### src/rtl/writeback_stage.sv
// Writeback pipeline stage: WB register, result select, register-file write
// port, retired-instruction counter.
// Optional WB->ID bypass ports are built only when WB_BYPASS_EN is defined.
module writeback_stage (
    input  logic        clk,
    input  logic        reset,
    input  logic        stall,
    input  logic        flush,
    input  logic        m_valid,
    input  logic        m_reg_write,
    input  logic [4:0]  m_rd,
    input  logic [1:0]  m_result_src,
    input  logic [31:0] m_alu_result,
    input  logic [31:0] m_read_data,
    input  logic [31:0] m_pc_plus4,
    input  logic [31:0] m_imm_ext,
    output logic [4:0]  A3,
    output logic [31:0] WD3,
    output logic        WE3,
    output logic        wb_valid,
    output logic [31:0] retire_count
`ifdef WB_BYPASS_EN
    ,
    input  logic [4:0]  rs1_addr,
    input  logic [4:0]  rs2_addr,
    output logic        fwd1_hit,
    output logic        fwd2_hit,
    output logic [31:0] fwd_data
`endif
);

    localparam int unsigned XLEN  = 32;
    localparam int unsigned REG_W = 5;

    logic             valid_q,     valid_d;
    logic             reg_write_q, reg_write_d;
    logic [REG_W-1:0] rd_q,        rd_d;
    logic [XLEN-1:0]  wd_q,        wd_d;
    logic [XLEN-1:0]  retire_count_q, retire_count_d;
    logic [XLEN-1:0]  result_sel;

    // Result mux evaluated at capture time so WD3 comes straight from a flop
    always_comb begin
        result_sel = m_alu_result;
        case (m_result_src)
            2'b00:   result_sel = m_alu_result;
            2'b01:   result_sel = m_read_data;
            2'b10:   result_sel = m_pc_plus4;
            default: result_sel = m_imm_ext;
        endcase
    end

    // Next-state: flush kills the incoming entry, stall holds, otherwise capture;
    // the outgoing valid entry retires whenever it leaves (no stall, or flushed)
    always_comb begin
        valid_d        = valid_q;
        reg_write_d    = reg_write_q;
        rd_d           = rd_q;
        wd_d           = wd_q;
        retire_count_d = retire_count_q;

        if (flush) begin
            valid_d = 1'b0;
        end else if (!stall) begin
            valid_d     = m_valid;
            reg_write_d = m_reg_write;
            rd_d        = m_rd;
            wd_d        = result_sel;
        end

        if (valid_q && (!stall || flush)) begin
            retire_count_d = retire_count_q + XLEN'(1);
        end
    end

    // WB register and counter, synchronous reset has top priority
    always_ff @(posedge clk) begin
        if (reset) begin
            valid_q        <= 1'b0;
            reg_write_q    <= 1'b0;
            rd_q           <= '0;
            wd_q           <= '0;
            retire_count_q <= '0;
        end else begin
            valid_q        <= valid_d;
            reg_write_q    <= reg_write_d;
            rd_q           <= rd_d;
            wd_q           <= wd_d;
            retire_count_q <= retire_count_d;
        end
    end

    // Register-file write port; x0 is never written
    always_comb begin
        A3           = rd_q;
        WD3          = wd_q;
        WE3          = valid_q & reg_write_q & (rd_q != '0);
        wb_valid     = valid_q;
        retire_count = retire_count_q;
    end

`ifdef WB_BYPASS_EN
    // Forwarding of the in-flight write to the decode-stage source operands
    always_comb begin
        fwd1_hit = WE3 & (rs1_addr == A3);
        fwd2_hit = WE3 & (rs2_addr == A3);
        fwd_data = WD3;
    end
`endif

endmodule

### config.mk
export PLATFORM = sky130hd
export DESIGN_NAME = writeback_stage
export DESIGN_NICKNAME = d
export VERILOG_FILES = /design/src/rtl/writeback_stage.sv
export SDC_FILE = /design/constraint.sdc
export NUM_CORES = 1
export LEC_CHECK = 0
export CAP_MARGIN = 20
export CORE_ASPECT_RATIO = 1.4
export CORE_MARGIN = 5
export CORE_UTILIZATION = 25
export CTS_BUF_LIST = sky130_fd_sc_hd__clkbuf_2 sky130_fd_sc_hd__clkbuf_4 sky130_fd_sc_hd__clkbuf_8
export CTS_CLUSTER_DIAMETER = 30
export CTS_CLUSTER_SIZE = 30
export DETAILED_ROUTE_END_ITERATION = 8
export HOLD_SLACK_MARGIN = 0.02
export PLACE_DENSITY = 0.54
export SLEW_MARGIN = 30
export SYNTH_ARGS = -nofsm -noshare
export SYNTH_HDL_FRONTEND = slang
export SYNTH_SLANG_ARGS = --single-unit
### constraint.sdc
create_clock -name clk -period 2.9 [get_ports clk]
set_clock_uncertainty 0.15 [all_clocks]
set_input_delay 0.58 -clock clk [delete_from_list [all_inputs] [get_ports clk]]
set_output_delay 0.58 -clock clk [all_outputs]
set_load 0.01 [all_outputs]
# Word level (Yosys, flattened, before mapping)
# Index checks and enable logic that the tools add are counted.
# totals
regBits	71
latchBits	0
ram_bits	0
rom_bits	0
n_memories	0
# classes
add_sub_neg	1
mul	0
div_mod_pow	0
n_lt_le_gt_ge	0
n_eq_ne	2
shift	0
muxes	1
n_bitwise	4
reduce_logical	7
# op_table
op	count
$pmux 32 s3	1
$add 32x1->32 const B	1
$reduce_bool 5->1	1
$and 1x1->1	2
$eq 2x1->1 const B	1
$eq 2x2->1 const B	1
$logic_not 2->1	1
$not 1->1	2
$reduce_and 2->1	1
$reduce_or 2->1	1
$logic_and 1x1->1	1
$logic_not 1->1	1
$logic_or 1x1->1	1

# Longest topological paths before layout
# Gate-level depths: netlist of the first run.
# depth
word_depth	3
depth_mapped	6
mapped_depth_nobuf	5

# Least setup slack after synthesis of the first run
# OpenSTA, ideal clock, no wires.
# synth_path
kind	input-to-reg
from	input port m_result_src[0]
to	register wd_q[22] (netlist: WD3[22])
setup_ns	0.132
t_arrival_ns	1.738
t_required_ns	2.618
slack_ns	0.880
cell_stages	5
path_cell_list	clkbuf_1 buf_2 mux4_2 nand2_1 a21oi_1
# synth_between
elab_chain_cells	2
word_cells_on_any_way	4
classes_between	eq/ne: 2; mux: 1; reduce/logical: 1
# synth_lines
element	line_no	text
from (decl)	12	input logic [1:0] m_result_src,
$eq 2x2->1, or another cell as far along	45	case (m_result_src)
$pmux 32 s3 *	45	
to (signal assigned)	88	wd_q <= wd_d;
to (decl)	38	logic [XLEN-1:0] wd_q, wd_d;
# Mark *: on every way between the ends. The rest lies on a longest branch, timed or not.
# A chain may end at the register's enable or synchronous reset.

# Final worst setup path of the first run
# layout_path
from	register rd_q[4] (netlist: A3[4])
to	output port WE3
# layout_between
elab_chain_cells	2
# layout_lines
element	line_no	text
from (decl)	37	logic [REG_W-1:0] rd_q, rd_d;
from (signal assigned)	87	rd_q <= rd_d;
$reduce_bool 5->1	97	WE3 = valid_q & reg_write_q & (rd_q != '0);
$and 1x1->1	97	
to (decl)	19	output logic WE3,
# No other way between the ends.

==> results.py, run 1 <==
metrics = {
    "detailed_routing": {
        "dr_total_vias": 3563,
        "wire_per_inst_um": 16.7,
        "post-route-drc-count": 0,
        "number_of_vias_per_cell_after_detailed_routing": 4.65,
        "detailedRoute.firstPassIterationCount": 4,
        "detail_route.wirelength_um": 12800,
        "initialDrtViolationCount": 71,
        "drt.antenna.violating_nets": 0,
    },
    "logic_synthesis": {
        "yosysSeqAreaShare_pct": 39.7,
        "postSynthCellCount": 374,
        "synth_seq_cells": 71,
        "synth.net_count": 516,
        "post_synth_instance_area_mm2": 0.00358,
        "synth_cell_types": 33,
        "number_of_synthesis_warnings": 0,
        "synthesis.area_per_instance_um2": 9.56,
    },
    "setup_path": {
        "worst_setup_path_start_kind": "flip-flop",
        "r2r_end": "retire_count[31]",
        "rr_startpoint": "retire_count[12]",
        "timing.critical_path.arrival_ns": 1.85,
        "critical_path_peak_fanout": 3,
        "cp.required_ns": 2.17,
        "reg2reg_setup_slack_ns": 0.91,
        "timing.critical_path.from": "A3[4]",
        "cp-end-kind": "output port",
        "worst_r2r_path_depth": 5,
        "timing_worst_setup_path_type": "reg -> out",
    },
    "global_route": {
        "grt_pass1_vias": 3816,
        "grt_most_used_layer": "met2",
        "antenna_found_initial": 0,
        "grt_start_max_net_pins": 39,
        "use_met1_pct": 15.7,
        "met2_usage_pct": 27.7,
        "grt_pass1_wl_um": 19900,
        "grt_use_total_pct": 15.1,
        "globalRouteOverflowTotal": 0,
        "grt.met3_usage_pct": 6.63,
    },
    "placement": {
        "gp_congestion": 0.744,
        "placedInstanceArea_mm2": 0.00587,
        "placement.io_buffers": 211,
        "detailed_place_hpwl_um": 10400,
        "dp_cells": 750,
    },
    "sta": {
        "finalSetupViolCount": 0,
        "timing.final.max_slew_violations": 0,
        "worst_slew_margin_rel_pct": 52.1,
        "final_min_period_over_clock_period_pct": 88.8,
        "timing.setup.tns_ns": 0,
        "hold_viol_final": 0,
        "fmax_mhz": 388,
        "rsz_0062_raised_after_global_routing": "no",
        "worstMarginPinSlew_ns": 0.718,
        "finalWorstPathRequiredPeriod_ns": 2.58,
    },
    "clock_tree": {
        "number_of_buffers_inserted_for_hold_repair_after_clock_tree_synthesis": 0,
        "tritoncts": "built",
        "htreeDepth": 3,
        "clock_root_buffer": "sky130_fd_sc_hd__clkbuf_8",
        "cts_num_sinks": 71,
        "cts_made_buffers": 9,
        "postCtsSetupBuffers": 0,
        "postCtsResizedCells": 0,
        "insertion_delay_ns": 0.33,
        "cts.clk_slew.worst_paths_ns": 0.08,
        "clock_tree.buffer_depth": 2,
    },
    "hold_path": {
        "timing.hold.worst.class": "reg -> reg",
        "launch_point_of_the_worst_hold_path": "WD3[29]",
        "holdPathStages": 2,
        "holdPathEnd": "WD3[29]",
    },
    "power": {
        "p_leak_uw": 0.00215,
        "irDropWorstVdd_mv": 0.163,
        "sequentialPowerShare_pct": 44.2,
        "power.net_switching_uw": 527,
        "switch_share_pct": 22.8,
        "pwr-share-comb_pct": 19.5,
        "power.clock.fraction_pct": 36.3,
        "power_per_cell_area_mw_per_mm2": 380,
        "internal_power_uw": 1790,
    },
    "cells_and_area": {
        "drive_above_1_share_pct": 11.4,
        "post_layout_inst_area_mm2": 0.00609,
        "filler_cells": 1414,
        "utilization_pct": 43.5,
        "finalNonFillerCells": 766,
        "areaGrowthSynthToFinish_pct": 70.2,
        "nNetsFinal": 718,
        "number_of_inserted_diodes": 0,
    },
    "run_status": {
        "run_status": "complete, no violations",
    },
    "floorplanning": {
        "die-area_mm2": 0.0168,
        "placement_rows": 51,
        "coreArea_mm2": 0.0140,
        "initial_core_util_pct": 25.6,
        "die_y_um": 152,
        "pin_count": 212,
        "die_width_um": 111,
    },
    "run": {
        "cap_viol_max_count": 0,
    },
}
## worst max-delay path, stage by stage (launching register included)
cell and delay (ns):
sky130_fd_sc_hd__dfxtp_1 0.33, sky130_fd_sc_hd__or3_1 0.39, sky130_fd_sc_hd__o311a_1 0.29, sky130_fd_sc_hd__clkdlybuf4s50_1 0.51
## logic make-up after synthesis
kind of cell / share of synthesized area (%)
multiplexers: 20.4
buffers and inverters: 3.64
adder cells (fa/ha/maj): 0.350
AND/OR/NAND/NOR: 22.3
XOR/XNOR: 6.12
flip-flops: 39.7
AO/OA/AOI/OAI: 7.42
## state kept, by name, summed over array words and instances (netlist names)
name	flops
A3	5
WD3	32
reg_write_q	1
retire_count	32
wb_valid	1
## power groups by stage
stage | Clock (uW) | Sequential (uW) | Combinational, uW
2_1_floorplan | 0 | 1050 | 161
3_3_place_gp | 0 | 1040 | 455
3_5_place_dp | 0 | 1040 | 459
4_1_cts | 877 | 1020 | 460
5_1_grt | 928 | 1030 | 486
6_report | 839 | 1020 | 452
## cell usage in the layout (no fill, tap or decap), types with 2 or more instances in the layout
master                            count
sky130_fd_sc_hd__mux4_2              32
sky130_fd_sc_hd__and4_4               2
sky130_fd_sc_hd__xor2_1              23
sky130_fd_sc_hd__buf_2                2
sky130_fd_sc_hd__nand2_1             87
sky130_fd_sc_hd__nor2_1              27
sky130_fd_sc_hd__buf_12               3
sky130_fd_sc_hd__buf_4                3
sky130_fd_sc_hd__o21ai_0              6
sky130_fd_sc_hd__a21oi_1             45
sky130_fd_sc_hd__xnor2_1              2
sky130_fd_sc_hd__clkinv_2             2
sky130_fd_sc_hd__nand4_1             12
sky130_fd_sc_hd__nand3_1             10
sky130_fd_sc_hd__and4_1               4
sky130_fd_sc_hd__or3_1                7
sky130_fd_sc_hd__nand4_2              2
sky130_fd_sc_hd__clkbuf_8            12
sky130_fd_sc_hd__and3_1               4
sky130_fd_sc_hd__dfxtp_1             71
sky130_fd_sc_hd__clkdlybuf4s50_1    209
## per-layer routing
metal  vias to the layer above  share of wire, %  wire length (um)
li1                       1735                 -                 -
met1                      1649                37              4760
met2                       170                51              6570
met3                         9                10              1300
met4                         0               1.2               149
met5                         -                 0                 0
## synth_stat cells
cell type                  count  area (um^2)
sky130_fd_sc_hd__or3_1         7         43.8
sky130_fd_sc_hd__and3_2        1         7.51
sky130_fd_sc_hd__xnor2_1       2         17.5
sky130_fd_sc_hd__clkbuf_1     15         56.3
sky130_fd_sc_hd__o21ai_0       6         30.0
sky130_fd_sc_hd__inv_1         1         3.75
sky130_fd_sc_hd__and4_2        1         10.0
sky130_fd_sc_hd__nand3_4       1         17.5
sky130_fd_sc_hd__mux4_2       32          721
sky130_fd_sc_hd__and4_4        2         22.5
sky130_fd_sc_hd__o311a_1       1         10.0
sky130_fd_sc_hd__and2_1        1         6.26
sky130_fd_sc_hd__ha_1          1         12.5
sky130_fd_sc_hd__and3_1        4         25.0
sky130_fd_sc_hd__nor4_4        1         21.3
sky130_fd_sc_hd__nand3_1      10         50.1
sky130_fd_sc_hd__or2_2         1         6.26
sky130_fd_sc_hd__buf_2         4         20.0
sky130_fd_sc_hd__nor2_1       28          105
sky130_fd_sc_hd__dfxtp_1      71         1420
sky130_fd_sc_hd__nand2b_1      1         6.26
sky130_fd_sc_hd__mux2i_1       1         10.0
sky130_fd_sc_hd__nand4_1      12         75.1
sky130_fd_sc_hd__nand4_2       2         25.0
sky130_fd_sc_hd__buf_4         1         7.51
sky130_fd_sc_hd__xor2_1       23          201
sky130_fd_sc_hd__nor3_1        1         5.00
sky130_fd_sc_hd__buf_1         4         15.0
sky130_fd_sc_hd__a21oi_1      45          225
sky130_fd_sc_hd__nand2_1      87          327
sky130_fd_sc_hd__and4_1        4         35.0
sky130_fd_sc_hd__nand4b_1      1         8.76
sky130_fd_sc_hd__clkbuf_8      2         27.5
## how the worst max path moves through the flow
stage,slack [ns],end
6_report,0.32,WE3
5_1_grt,0.24,WE3
4_1_cts,0.28,WE3
3_5_place_dp,0.22,retire_count[26]
3_3_place_gp,0.36,retire_count[26]
2_1_floorplan,0.88,WD3[22]
## area by class of cell
| class | count | area [um^2] | area share [%] |
|---|---|---|---|
| clock inverters | 3 | 40.0 | 0.658 |
| flip-flops and latches | 71 | 1420 | 23.4 |
| clock buffers | 13 | 173 | 2.84 |
| multi-input cells | 276 | 2030 | 33.4 |
| inverters | 1 | 3.75 | 0.0617 |
| repair buffers | 217 | 2180 | 35.9 |
| well taps | 185 | 231 | 3.80 |
## per-stage QoR
stage / hold slack [ns] / total power (uW) / worst slack (ns)
finish: 0.303 / 2310 / 0.324
global route: 0.331 / 2440 / 0.242
CTS: 0.310 / 2360 / 0.280
detailed placement: 0.299 / 1500 / 0.218
global placement: 0.292 / 1500 / 0.355
floorplan: 0.287 / 1220 / 0.880
Power figures use the tool's default switching activity.
==> inputs of run 2 (changes only) <==
CORE_MARGIN = 4   (was 5)
CTS_CLUSTER_DIAMETER = 200   (was 30)
clock period = 2.91 ns   (was 2.9 ns; I/O delays follow)
==> results.py, run 2 (synthesized netlist as in run 1, its figures left out) <==
metrics = {
    "setup_path": {
        "timing.critical_path.arrival_ns": 1.83,
        "cp-end-kind": "output port",
        "cp.required_ns": 2.18,
        "worst_r2r_path_depth": 5,
        "crit_end": "WE3",
        "timing.critical_path.from": "A3[4]",
        "r2r_end": "retire_count[31]",
        "critical_path_peak_fanout": 3,
        "reg2reg_setup_slack_ns": 0.90,
        "rr_startpoint": "retire_count[12]",
        "worst_setup_path_start_kind": "flip-flop",
        "timing_worst_setup_path_type": "reg -> out",
    },
    "sta": {
        "final_min_period_over_clock_period_pct": 88.2,
        "finalWorstPathRequiredPeriod_ns": 2.57,
        "worstMarginPinSlew_ns": 0.738,
        "fmax_mhz": 390,
        "worst_slew_margin_rel_pct": 50.8,
        "rsz_0062_raised_after_global_routing": "no",
        "timing.final.max_slew_violations": 0,
        "timing.setup.tns_ns": 0,
        "hold_viol_final": 0,
        "finalSetupViolCount": 0,
    },
    "detailed_routing": {
        "initialDrtViolationCount": 96,
        "detailedRoute.firstPassIterationCount": 4,
        "drt.antenna.violating_nets": 0,
        "detail_route.wirelength_um": 12200,
        "number_of_vias_per_cell_after_detailed_routing": 4.61,
        "dr_total_vias": 3519,
        "post-route-drc-count": 0,
        "wire_per_inst_um": 16.0,
    },
    "run_status": {
        "run_status": "complete, no violations",
    },
    "placement": {
        "gp_congestion": 0.782,
        "placement.io_buffers": 211,
        "detailed_place_hpwl_um": 9630,
        "dp_cells": 748,
        "placedInstanceArea_mm2": 0.00584,
    },
    "hold_path": {
        "timing.hold.worst.class": "reg -> reg",
    },
    "clock_tree": {
        "cts_made_buffers": 9,
        "tritoncts": "built",
        "cts.clk_slew.worst_paths_ns": 0.08,
        "number_of_buffers_inserted_for_hold_repair_after_clock_tree_synthesis": 0,
        "htreeDepth": 3,
        "cts_num_sinks": 71,
        "insertion_delay_ns": 0.35,
        "postCtsSetupBuffers": 0,
        "clock_root_buffer": "sky130_fd_sc_hd__clkbuf_8",
        "postCtsResizedCells": 0,
        "clock_tree.buffer_depth": 2,
    },
    "global_route": {
        "grt_pass1_wl_um": 18200,
        "grt_use_total_pct": 14.8,
        "antenna_found_initial": 0,
        "grt_start_max_net_pins": 39,
        "globalRouteOverflowTotal": 0,
        "grt_pass1_vias": 3491,
    },
    "run": {
        "cap_viol_max_count": 0,
    },
    "floorplanning": {
        "initial_core_util_pct": 25.6,
        "pin_count": 212,
        "die_y_um": 150,
        "die_width_um": 109,
        "die-area_mm2": 0.0163,
        "placement_rows": 51,
        "coreArea_mm2": 0.0140,
    },
    "cells_and_area": {
        "areaGrowthSynthToFinish_pct": 68.1,
        "nNetsFinal": 716,
        "post_layout_inst_area_mm2": 0.00601,
        "finalNonFillerCells": 764,
        "drive_above_1_share_pct": 11.1,
        "layout.cells.most_common_list": "209 x sky130_fd_sc_hd__clkdlybuf4s50_1, 87 x sky130_fd_sc_hd__nand2_1, 71 x sky130_fd_sc_hd__dfxtp_1",
        "number_of_inserted_diodes": 0,
        "most_common_cell_after_layout_fill_and_taps_aside": "sky130_fd_sc_hd__clkdlybuf4s50_1",
    },
    "power": {
        "power_per_cell_area_mw_per_mm2": 361,
        "p_leak_uw": 0.00211,
        "irDropWorstVdd_mv": 0.152,
    },
}
run 2: report_power, final:
group          switching (uW)  leakage [uW]  internal (uW)
logic                     144       0.00144            302
clock network             373     0.0000904            334
registers                16.7      0.000577           1000
total                     534       0.00211           1640
run 2: per-layer routing:
| layer | up-vias | share of wire [%] | global-route usage [%] |
|---|---|---|---|
| met3 | 17 | 9.5 | 4.79 |
| li1 | 1732 | - | - |
| met2 | 153 | 50 | 25.6 |
| met5 | - | 0 | 0 |
| met1 | 1617 | 38 | 16.2 |
| met4 | 0 | 2.4 | 7.01 |
run 2: final cells by class:
cell class,instances,area [um^2]
Multi-Input combinational cell,276,2030
Tap cell,185,231
Sequential cell,71,1420
Clock buffer,12,146
Timing Repair Buffer,215,2160
Clock inverter,4,22.5
Fill cell,1381,7970
Inverter,1,3.75
run 2: worst min path at each step:
stage / startpoint / endpoint / slack, ns / depth (start not counted)
floorplan: reg_write_q / reg_write_q / 0.29 / 2
global placement: WD3[16] / WD3[16] / 0.29 / 2
detailed placement: WD3[16] / WD3[16] / 0.30 / 2
CTS: WD3[16] / WD3[16] / 0.31 / 2
global route: WD3[14] / WD3[14] / 0.32 / 2
finish: WD3[25] / WD3[25] / 0.30 / 2
run 2: through the flow:
stage / hold slack, ns / setup WS (ns) / total power [uW] / util, %
after global routing: 0.322 / 0.275 / 2270 / 43.0
final: 0.305 / 0.344 / 2170 / 43.0
after global placement: 0.292 / 0.359 / 1490 / 41.8
after floorplan: 0.287 / 0.888 / 1210 / -
after CTS: 0.307 / 0.293 / 2210 / 43.0
after detailed placement: 0.298 / 0.311 / 1490 / 41.8
run 2: critical path: stages, from the launching register on:
cell	delay, ns
sky130_fd_sc_hd__dfxtp_1	0.33
sky130_fd_sc_hd__or3_1	0.37
sky130_fd_sc_hd__o311a_1	0.29
sky130_fd_sc_hd__clkdlybuf4s50_1	0.50
